--- config.mk ---
export PLATFORM = sky130hd
export DESIGN_NAME = fp_scoreboard
export DESIGN_NICKNAME = d
export VERILOG_FILES = /design/src/rtl/fp_scoreboard_pkg.sv /design/src/rtl/fp_stage_slot.sv /design/src/rtl/fp_scoreboard.sv
export SDC_FILE = /design/constraint.sdc
export NUM_CORES = 1
export LEC_CHECK = 0
export CAP_MARGIN = 30
export CORE_AREA = 2 2 57 59
export DETAILED_ROUTE_END_ITERATION = 8
export DIE_AREA = 0 0 59 61
export GPL_TIMING_DRIVEN = 0
export PLACE_DENSITY = 0.8
export RECOVER_POWER = 25
export REMOVE_ABC_BUFFERS = 1
export SYNTH_ARGS = -nofsm -noshare
export SYNTH_HDL_FRONTEND = slang
export SYNTH_SLANG_ARGS = --single-unit
--- constraint.sdc ---
create_clock -name clk -period 2.9 [get_ports clk]
set_input_delay 0.29 -clock clk [delete_from_list [all_inputs] [get_ports clk]]
set_output_delay 0.29 -clock clk [all_outputs]
set_load 0.05 [all_outputs]
--- src/rtl/fp_scoreboard_pkg.sv ---
// Shared definitions for the FPU scoreboard: slot record, parameter defaults
// and FPU function encodings.
package fp_scoreboard_pkg;

  localparam int FP_STAGES_DEF = 3;
  localparam int DS_LAT_DEF    = 4;
  localparam int RN_W_DEF      = 5;
  localparam int DS_CNT_W      = 4;

  typedef struct packed {
    logic                v;
    logic [RN_W_DEF-1:0] rn;
  } fp_slot_t;

  typedef enum logic [2:0] {
    FP_FADD  = 3'd0,
    FP_FSUB  = 3'd1,
    FP_FMUL  = 3'd2,
    FP_FDIV  = 3'd3,
    FP_FSQRT = 3'd4
  } fp_func_e;

endpackage

--- src/rtl/fp_stage_slot.sv ---
// One FPU pipeline tracking slot {v, rn}; can hold its contents or take a bubble
// instead of the upstream slot.
module fp_stage_slot
  import fp_scoreboard_pkg::*;
#(
  parameter int RN_W = RN_W_DEF
) (
  input  logic            clk,
  input  logic            clrn,
  input  logic            hold,
  input  logic            bubble,
  input  logic            d_v,
  input  logic [RN_W-1:0] d_rn,
  output logic            q_v,
  output logic [RN_W-1:0] q_rn
);

  logic            v_r;
  logic [RN_W-1:0] rn_r;

  // Slot register: hold wins over bubble, bubble only invalidates
  always_ff @(posedge clk or negedge clrn) begin
    if (!clrn) begin
      v_r  <= 1'b0;
      rn_r <= '0;
    end else if (hold) begin
      v_r  <= v_r;
      rn_r <= rn_r;
    end else if (bubble) begin
      v_r  <= 1'b0;
      rn_r <= d_rn;
    end else begin
      v_r  <= d_v;
      rn_r <= d_rn;
    end
  end

  assign q_v  = v_r;
  assign q_rn = rn_r;

endmodule

--- src/rtl/fp_scoreboard.sv ---
// FPU issue scoreboard: tracks destination registers through E1..EN, detects
// RAW and load hazards, holds E1 during div/sqrt and drives EN forwarding/writeback.
module fp_scoreboard
  import fp_scoreboard_pkg::*;
#(
  parameter int FP_STAGES = FP_STAGES_DEF,
  parameter int RN_W      = RN_W_DEF,
  parameter int DS_LAT    = DS_LAT_DEF
) (
  input  logic            clk,
  input  logic            clrn,
  input  logic            id_fwr,
  input  logic            id_ds,
  input  logic            id_use_fs,
  input  logic            id_use_ft,
  input  logic [RN_W-1:0] id_fs,
  input  logic [RN_W-1:0] id_ft,
  input  logic [RN_W-1:0] id_fd,
  input  logic            ld_ewfpr,
  input  logic [RN_W-1:0] ld_ern,
  input  logic            ext_stall,
  input  logic            cancel,
  output logic            stall,
  output logic            stall_ds,
  output logic            fwd_a,
  output logic            fwd_b,
  output logic            issue,
  output logic            wb_we,
  output logic [RN_W-1:0] wb_rn
);

  logic [FP_STAGES-1:0] slot_v_s;
  logic [RN_W-1:0]      slot_rn_s [FP_STAGES];
  logic [DS_CNT_W-1:0]  ds_cnt_r;
  logic                 stall_ds_s;
  logic                 stall_dep_s;
  logic                 stall_ld_s;
  logic                 stall_s;
  logic                 issue_s;

  function automatic logic src_hit(input logic [RN_W-1:0] rn,
                                   input logic use_fs, input logic [RN_W-1:0] fs,
                                   input logic use_ft, input logic [RN_W-1:0] ft);
    return (use_fs && (rn == fs)) || (use_ft && (rn == ft));
  endfunction

  genvar k;
  generate
    for (k = 0; k < FP_STAGES; k++) begin : g_slot
      if (k == 0) begin : g_e1
        // E1 holds the div/sqrt for its whole latency
        fp_stage_slot #(.RN_W(RN_W)) u_slot (
          .clk(clk), .clrn(clrn), .hold(stall_ds_s), .bubble(1'b0),
          .d_v(issue_s), .d_rn(id_fd), .q_v(slot_v_s[k]), .q_rn(slot_rn_s[k]));
      end else begin : g_en
        fp_stage_slot #(.RN_W(RN_W)) u_slot (
          .clk(clk), .clrn(clrn), .hold(1'b0), .bubble((k == 1) && stall_ds_s),
          .d_v(slot_v_s[k-1]), .d_rn(slot_rn_s[k-1]),
          .q_v(slot_v_s[k]), .q_rn(slot_rn_s[k]));
      end
    end
  endgenerate

  // RAW hazard against every in-flight op that has not yet reached EN
  always_comb begin
    stall_dep_s = 1'b0;
    for (int i = 0; i < FP_STAGES - 1; i++) begin
      if (slot_v_s[i] && src_hit(slot_rn_s[i], id_use_fs, id_fs, id_use_ft, id_ft)) begin
        stall_dep_s = 1'b1;
      end else begin
        stall_dep_s = stall_dep_s;
      end
    end
  end

  assign stall_ld_s = ld_ewfpr && src_hit(ld_ern, id_use_fs, id_fs, id_use_ft, id_ft);
  assign stall_ds_s = (ds_cnt_r != {DS_CNT_W{1'b0}});
  assign stall_s    = stall_dep_s || stall_ld_s || stall_ds_s || ext_stall;
  assign issue_s    = id_fwr && !stall_s && !cancel;

  // Div/sqrt occupancy counter; issue is impossible while it is nonzero
  always_ff @(posedge clk or negedge clrn) begin
    if (!clrn) begin
      ds_cnt_r <= {DS_CNT_W{1'b0}};
    end else if (stall_ds_s) begin
      ds_cnt_r <= ds_cnt_r - {{(DS_CNT_W-1){1'b0}}, 1'b1};
    end else if (issue_s && id_ds) begin
      ds_cnt_r <= DS_CNT_W'(DS_LAT);
    end else begin
      ds_cnt_r <= ds_cnt_r;
    end
  end

  assign stall    = stall_s;
  assign stall_ds = stall_ds_s;
  assign issue    = issue_s;
  assign fwd_a    = id_use_fs && slot_v_s[FP_STAGES-1] && (slot_rn_s[FP_STAGES-1] == id_fs);
  assign fwd_b    = id_use_ft && slot_v_s[FP_STAGES-1] && (slot_rn_s[FP_STAGES-1] == id_ft);
  assign wb_we    = slot_v_s[FP_STAGES-1];
  assign wb_rn    = slot_rn_s[FP_STAGES-1];

endmodule

==> summary.txt, run 1 <==
Antenna Violating Nets Remaining = 0
DR pass1 iterations = 6
remaining global-route overflow = 0
commonest non-fill, non-tap cells in the layout = clkdlybuf4s50_1 (36), xnor2_1 (24), dfrtp_1 (22)
worst min path class = in -> async
Num CTS Buffers = 3
initial antenna violation count = 0
Leak = 0.669 nW
vias in the first global route = 1042
Final #Nets = 182
largest fanout on the critical path = 4
RD Place Congestion = 0.934
area grow syn2layout = 39.1%
most common cell after layout, fill and taps aside = clkdlybuf4s50_1
Final Cycle Share = 0.956
fin. max-slew vios = 0
fin worst setup slack = 0.129 ns
I/O pin count = 40
num rows = 20
WL met1 = 1.30 mm
Critical Path Max Stage Delay = 0.55 ns
clk root buf = clkbuf_4
CTS H-Tree Depth = 1
CTS tree = built
layout cells sized above 1 = 0.0658
worst-margin pin slew = 1.09 ns
die span in y = 61 µm
status = finished, final reports clean
fmax = 361 MHz
Slew HR = 0.273
Buf+Inv Stages, Crit Path = 2
non-filler instance count after layout = 185
antenna cells = 0
Seq/Total Area, Yosys = 0.452
synthesized instance count = 111
Worst EP required = 2.61 ns
placed cell count = 180
final core occ = 0.573
clk_lat worst skew = 0.32 ns
final hold slack = 0.191 ns
first-pass GRT wire length = 4.86 mm
Die Span X = 59 µm
final setup vio count = 0
maximum VDD drop = 0.307 mV
pwr dens = 540 mW/mm²
Mapped Avg Cell Area = 11.0 µm²
RSZ-0062 raised after global routing = false
Initial Utilization = 0.412
largest net degree at the start of global routing = 23
IO Port Bufs = 39
vias = 952
drt total wl = 2.78 mm
CP Launch Type = primary input
Ys Warns = 0
Worst setup EP type = output port
First DRT Iteration DRCs = 20
worst path cell trace = clkdlybuf4s50_1 -> xor2_1 -> nor4_1 -> a41oi_1 -> nand3_1 -> nand4b_1 -> dlygate4sd2_1
Met2 Wirelength = 1.31 mm
Max-Cap Viols = 0
cell family with most CP delay = buffers and inverters
postcts setup bufs = 0
fin crit period = 2.77 ns
Top Metal Used = met4
clock sinks = 22
DPL Wire Length = 2.22 mm
GRT Util Overall = 0.182
DR WL/cell = 15.0 µm
Post-Place Setup Slack = -0.105 ns
skew final = 0.0134 ns
critical path data arrival time = 2.48 ns
metal3 WL = 123 µm
Via density = 5.15
total power = 0.915 mW
die area = 0.00360 mm²
flops & latches, synth = 22
Fin. Hold Viols = 0
clock slew at reported path FFs = 0.13 ns
# resized after CTS = 1
slowest cell on the critical path = clkdlybuf4s50_1
synthesized area = 0.00122 mm²
hold buffers post-CTS = 0
Netlist cell types = 26
kind of critical path = in -> out
Core ar. = 0.00295 mm²
drt drc = 0
Max Root-Sink Buffers = 2
-- metrics by stage --
stage | instance area, µm² | TNS [ns]
CTS | 1690 | 0
floorplan | 1200 | 0
finish | 1690 | 0
global route | 1690 | 0
global placement | 1640 | -0.0718
detailed placement | 1640 | -0.105
-- path summary, 6_finish.rpt --
kind | cells past startpoint | start | slack, ns | end
max in group asynchronous | 2 | clrn | 1.47 | g_slot[1].g_en.u_slot.q_rn[2]$_DFF_PN0_
min | 1 | clrn | 0.19 | g_slot[0].g_e1.u_slot.q_rn[0]$_DFFE_PN0N_
min reg2reg | 0 | g_slot[1].g_en.u_slot.q_v$_DFF_PN0_ | 0.43 | g_slot[2].g_en.u_slot.q_v$_DFF_PN0_
max reg2reg | 5 | g_slot[1].g_en.u_slot.q_rn[4]$_DFF_PN0_ | 1.33 | ds_cnt_r[2]$_DFFE_PN0P_
min in group clk | 0 | g_slot[1].g_en.u_slot.q_v$_DFF_PN0_ | 0.43 | g_slot[2].g_en.u_slot.q_v$_DFF_PN0_
max | 7 | id_fs[1] | 0.13 | stall
-- metal layers --
| metal | track usage | vias to the layer above |
|---|---|---|
| met3 | 0.0277 | 6 |
| met5 | 0 | - |
| li1 | - | 469 |
| met2 | 0.295 | 35 |
| met1 | 0.241 | 442 |
| met4 | 0.0844 | 0 |
-- worst reg2reg max path: cells and delay by family (launching register included) --
family,cells,cell delay [ns]
and+or+nand+nor,2,0.58
xor gates and xnor gates,1,0.15
DFF,1,0.44
AOI/OAI and AO/OA,2,0.29
-- synthesized netlist by cell type, drive strengths merged --
cell type / instances / area share
nor2: 5 / 0.015
xnor2: 24 / 0.17
mux2: 5 / 0.046
nor3b: 1 / 0.0062
and2: 1 / 0.0051
o2bb2ai: 1 / 0.0072
nor3: 3 / 0.022
buf: 1 / 0.0041
nor2b: 1 / 0.0051
nand3: 6 / 0.025
inv: 1 / 0.0031
nand4b: 1 / 0.0072
or2: 1 / 0.0051
nand2: 1 / 0.0031
nor4: 4 / 0.021
a21oi: 1 / 0.0041
nand4: 8 / 0.041
a41oi: 1 / 0.0072
dfrtp: 22 / 0.45
o22a: 1 / 0.0072
clkbuf: 2 / 0.0072
o21a: 1 / 0.0062
o21ai: 3 / 0.012
xor2: 16 / 0.12
-- area by class of cell --
class / instances / area, µm²
clock buffers: 3 / 22.5
clock inverters: 1 / 30.0
fillers: 276 / 1260
inverters: 1 / 3.75
multi-input cells: 85 / 649
flip-flops and latches: 22 / 551
well taps: 33 / 41.3
repair buffers: 40 / 395
-- sequential cells by signal, summed over array words and instances, names as in the netlist --
name                     count
g_slot.g_en.u_slot.q_rn     10
g_slot.g_e1.u_slot.q_rn      5
ds_cnt_r                     4
g_slot.g_en.u_slot.q_v       2
g_slot.g_e1.u_slot.q_v       1
-- kinds of logic after synthesis --
| kind of cell | after synthesis | synth area share |
|---|---|---|
| buffers and inverters | 4 | 0.0144 |
| multiplexers | 5 | 0.0462 |
| AND/OR/NAND/NOR | 32 | 0.155 |
| flip-flops | 22 | 0.452 |
| AO/OA/AOI/OAI | 8 | 0.0442 |
| XOR/XNOR | 40 | 0.288 |
-- power breakdown --
part / switching [mW] / leakage (nW) / internal [mW]
Clock: 0.0957 / 0.0279 / 0.140
Combinational: 0.148 / 0.371 / 0.138
Sequential: 0.0478 / 0.270 / 0.346
No activity file was read; power rests on OpenSTA's default activity.
==> inputs of run 2 (changes only) <==
Settings changed: CORE_AREA 2 2 57 59 to 2 2 67 69, DIE_AREA 0 0 59 61 to 0 0 69 71, PLACE_DENSITY 0.8 to 0.62.
==> run 2 against run 1 <==
Compared with the run above:
- fmax shrank 0.60%
- count of clock-buffer cells in the layout is the same
- clock skew shrank 0.0053 ns
- global-route usage shrank 5.6 points
- critical endpoint unchanged
- critical path depth is the same
- routed wire length grew 5.8%
- largest power group unchanged
- via count grew 1.8%
- final area grew 1.4%
- combinational power grew 2%
- first-iteration DRC count shrank 15%
==> summary.txt, run 2 (synthesis gave the netlist of run 1 again) <==
status = finished, final reports clean
clock slew at reported path FFs = 0.08 ns
R2R Setup Slk = 1.32 ns
postcts setup bufs = 0
I/O pin count = 40
IO Port Bufs = 39
clk root buf = clkbuf_8
Num CTS Buffers = 3
skew final = 0.00815 ns
fin crit period = 2.79 ns
pwr dens = 504 mW/mm²
CP Launch Type = primary input
r2r startpoint = ds_cnt_r[1]$_DFFE_PN0P_
die area = 0.00490 mm²
final setup vio count = 0
Slew HR = 0.648
non-filler instance count after layout = 203
remaining global-route overflow = 0
area grow syn2layout = 41.0%
Worst setup EP type = output port
worst min path class = reg -> reg
GRT Util Overall = 0.126
max reg flops = 10
DPL Wire Length = 2.36 mm
critical path data arrival time = 2.50 ns
worst-margin pin slew = 0.526 ns
DR pass1 iterations = 4
placed cell count = 199
num rows = 24
maximum VDD drop = 0.235 mV
layout cells sized above 1 = 0.0662
commonest non-fill, non-tap cells in the layout = clkdlybuf4s50_1 (36), xnor2_1 (24), dfrtp_1 (22)
CTS tree = built
Leak = 0.669 nW
DR WL/cell = 14.5 µm
Max-Cap Viols = 0
final core occ = 0.408
drt total wl = 2.94 mm
fin. max-slew vios = 0
setup TNS = 0 ns
Initial Utilization = 0.290
die span in y = 71 µm
Via density = 4.77
RSZ-0062 raised after global routing = false
largest fanout on the critical path = 4
Hold Path Sink = g_slot[2].g_en.u_slot.q_v$_DFF_PN0_
kind of critical path = in -> out
hold wc startpoint = g_slot[1].g_en.u_slot.q_v$_DFF_PN0_
final hold slack = 0.419 ns
RD Place Congestion = 0.709
first-pass GRT wire length = 4.89 mm
vias = 969
Post-Place Setup Slack = -0.159 ns
most common cell after layout, fill and taps aside = clkdlybuf4s50_1
Final Cycle Share = 0.961
largest net degree at the start of global routing = 23
fin worst setup slack = 0.112 ns
Worst EP required = 2.61 ns
drt drc = 0
hold path cells = 0
initial antenna violation count = 0
clk_lat worst skew = 0.26 ns
Die Span X = 69 µm
Antenna Violating Nets Remaining = 0
fmax = 359 MHz
vias in the first global route = 1024
worst-case reg-to-reg path depth = 3
Final #Nets = 182
clock sinks = 22
hold buffers post-CTS = 0
First DRT Iteration DRCs = 17
antenna cells = 0
r2r endpoint = g_slot[0].g_e1.u_slot.q_rn[3]$_DFFE_PN0N_
CTS H-Tree Depth = 1
Max Root-Sink Buffers = 2
Fin. Hold Viols = 0
Core ar. = 0.00420 mm²
## run 2: cell type report
| class | instances | area (µm²) |
|---|---|---|
| fillers | 408 | 2490 |
| repair buffers | 40 | 407 |
| multi-input cells | 85 | 649 |
| flip-flops and latches | 22 | 551 |
| inverters | 1 | 3.75 |
| clock buffers | 3 | 41.3 |
| well taps | 52 | 65.1 |
## run 2: worst max-delay path, cell delays in order
cell,delay (ns)
clkdlybuf4s50_1,0.55
xor2_1,0.22
nor4_1,0.39
a41oi_1,0.17
nand3_1,0.18
nand4b_1,0.15
dlygate4sd2_1,0.54
## run 2: per-layer routing
| metal | vias up | wire length [µm] | global-route usage |
|---|---|---|---|
| li1 | 468 | - | - |
| met1 | 476 | 1290 | 0.163 |
| met2 | 23 | 1530 | 0.220 |
| met3 | 2 | 105 | 0.0171 |
| met4 | 0 | 19 | 0.0414 |
| met5 | - | 0 | 0 |
## run 2: how the worst max path moves through the flow
stage	cells after the start	end	start	slack, ns
finish	7	stall	id_fs[4]	0.11
global route	7	stall	id_fs[1]	0.01
floorplan	4	issue	ds_cnt_r[1]$_DFFE_PN0P_	0.85
global placement	7	stall	id_fs[4]	-0.11
detailed placement	7	stall	id_fs[4]	-0.16
CTS	7	issue	id_fs[4]	0.03
## run 2: per-stage QoR
| stage | area, µm² | power, mW |
|---|---|---|
| after floorplan | 1200 | 0.567 |
| after global routing | 1720 | 0.915 |
| final | 1720 | 0.866 |
| after CTS | 1700 | 0.873 |
| after detailed placement | 1660 | 0.691 |
| after global placement | 1660 | 0.684 |
## run 2: report_power, final
part	switching, mW	total, mW	internal [mW]	leakage (nW)
combinational	0.152	0.291	0.139	0.377
clock	0.0898	0.182	0.0924	0.0216
sequential	0.0460	0.392	0.346	0.270
total	0.288	0.866	0.578	0.669
## run 2: repair_timing
item | in CTS | in global routing
pin swaps | 0 | 0
resized for setup | 1 | 1
endpoints found under the setup margin | 1 | 1
==> inputs of run 3 (changes only) <==
Settings changed: CORE_AREA 2 2 67 69 to 2 2 72 74, DIE_AREA 0 0 69 71 to 0 0 74 76, PLACE_DENSITY 0.62 to 0.61, SYNTH_HIERARCHICAL from default to 1.
==> run 3 against run 2 <==
Compared with the run above:
- synthesized cell count is 14% higher
- routed wire length rose by 9.9%
- core utilization shrank 1.7 points
- power rose by 18%
- worst setup slack gained 0.19 ns
- non-clock buffer count unchanged
- register-to-register slack got worse by 0.18 ns
- largest cell class unchanged
==> summary.txt, run 3 <==
Max-Cap Viols = 0
cell family with most CP delay = buffers and inverters
Via density = 4.54
vias = 1089
remaining global-route overflow = 0
non-filler instance count after layout = 240
antenna cells = 0
setup TNS = 0 ns
critical path data arrival time = 2.30 ns
Seq/Total Area, Yosys = 0.387
largest net degree at the start of global routing = 14
placed cell area = 0.00189 mm²
pwr dens = 532 mW/mm²
skew final = 0.00619 ns
CP Launch Type = primary input
fin worst setup slack = 0.306 ns
GRT Util Overall = 0.117
slowest cell on the critical path = clkdlybuf4s50_1
placed cell count = 237
drt drc = 0
Fin. Hold Viols = 0
most common cell after layout, fill and taps aside = clkdlybuf4s50_1
Critical Path Max Stage Delay = 0.54 ns
final setup vio count = 0
clk root buf = clkbuf_8
fraction of registers with async set/reset = 1.00
clock sinks = 22
worst min path class = in -> async
Max Root-Sink Buffers = 2
IO Port Bufs = 39
RSZ-0062 raised after global routing = false
commonest non-fill, non-tap cells in the layout = clkdlybuf4s50_1 (36), dfrtp_1 (22), xor2_1 (20), xnor2_1 (20), mux2_4 (12)
status = finished, final reports clean
Final Cycle Share = 0.895
first-pass GRT wire length = 5.02 mm
Post-Place Setup Slack = -0.00570 ns
fin crit period = 2.59 ns
Mapped Avg Cell Area = 11.2 µm²
final core occ = 0.391
Worst EP required = 2.61 ns
Num CTS Buffers = 3
final instance area = 0.00192 mm²
worst-case reg-to-reg path depth = 7
total power = 1.02 mW
maximum VDD drop = 0.172 mV
RD Place Congestion = 0.752
First DRT Iteration DRCs = 31
I/O pin count = 40
die span in y = 76 µm
CTS tree = built
worst-margin pin slew = 0.507 ns
Worst setup EP type = output port
Netlist cell types = 21
initial antenna violation count = 0
largest fanout on the critical path = 4
vias in the first global route = 1042
Buf+Inv Stages, Crit Path = 2
Die Span X = 74 µm
top_reg_cell synth = dfrtp_1
DR pass1 iterations = 4
count leader, synth = dfrtp_1
Initial Utilization = 0.289
drt total wl = 3.23 mm
fin. max-slew vios = 0
flops & latches, synth = 22
synthesized instance count = 127
die area = 0.00562 mm²
WP depth = 7
Core ar. = 0.00491 mm²
worst path cell trace = clkdlybuf4s50_1 -> xor2_1 -> nor4_1 -> nand4_1 -> and4_1 -> nand3_1 -> dlygate4sd2_1
DR WL/cell = 13.5 µm
synthesized area = 0.00142 mm²
DPL Wire Length = 2.57 mm
num rows = 26
clock slew at reported path FFs = 0.08 ns
final hold slack = 0.421 ns
max reg flops = 10
post-synth top area share = 0.387
clk_lat worst skew = 0.26 ns
Slew HR = 0.661
top area cells in the synthesized netlist = dfrtp_1 (39%), mux2_4 (16%), xnor2_1 (12%), xor2_1 (12%), nand4_1 (3.1%)
Antenna Violating Nets Remaining = 0
CTS H-Tree Depth = 1
area grow syn2layout = 35.3%
fmax = 385 MHz
kind of critical path = in -> out
Leak = 0.789 nW
cell taking the most area after synthesis = dfrtp_1
Ys Warns = 6
layout cells sized above 1 = 0.100
number of flops mapped to enable cells by yosys = 0
Final #Nets = 201
synth cell count leaders = dfrtp_1 (22), xnor2_1 (20), xor2_1 (20), mux2_4 (15)
filler cell count = 496
-- run 3: cell types whose count changed after synthesis, moves of 4 or more --
| cell | delta |
|---|---|
| mux2_4 | +15 |
| mux2_2 | -5 |
| nand2_1 | +5 |
| xnor2_1 | -4 |
| xor2_1 | +4 |
-- run 3: what timing repair did --
item / 4_1_cts / 5_1_grt
setup buffers: 0 / 0
hold buffers: 0 / 0
endpoints found under the setup margin: 1 / 1
resized for setup: 1 / 1
-- run 3: cell families after synthesis --
family          synth area share
compound gates            0.0317
xor+xnor                   0.246
buf+inv                   0.0238
flops                      0.387
mux                        0.158
other cells              0.00264
simple gates               0.150
-- run 3: final timing paths --
path | slack (ns) | startpoint | end
max | 0.31 | id_fs[3] | stall
min | 0.42 | clrn | g_slot[2].g_en.u_slot/q_rn[3]$_DFFE_PN0N_
max reg2reg | 1.14 | ds_cnt_r[3]$_DFFE_PN0P_ | g_slot[0].g_e1.u_slot/q_v$_DFFE_PN0N_
min reg2reg | 0.54 | ds_cnt_r[0]$_DFFE_PN0P_ | ds_cnt_r[0]$_DFFE_PN0P_
max in group asynchronous | 2.01 | clrn | g_slot[0].g_e1.u_slot/q_rn[1]$_DFFE_PN0N_
min in group clk | 0.54 | ds_cnt_r[0]$_DFFE_PN0P_ | ds_cnt_r[0]$_DFFE_PN0P_
-- run 3: cell type report --
class | instances | area [µm²] | share of cell area
timing repair buffer | 40 | 407 | 0.211
multi-input combinational | 105 | 837 | 0.435
tap | 70 | 87.6 | 0.0455
sequential | 22 | 551 | 0.286
clock buffer | 3 | 41.3 | 0.0215
-- run 3: power breakdown --
group,internal [mW],total [mW],leakage (nW),switching (mW)
Sequential,0.356,0.429,0.271,0.0730
Clock,0.0927,0.189,0.0216,0.0964
Combinational,0.209,0.404,0.496,0.196
-- run 3: layer usage --
metal,GRT usage,wire [µm]
met2,0.177,1430
met4,0.0382,34
met3,0.0265,228
met5,0,0
met1,0.163,1550
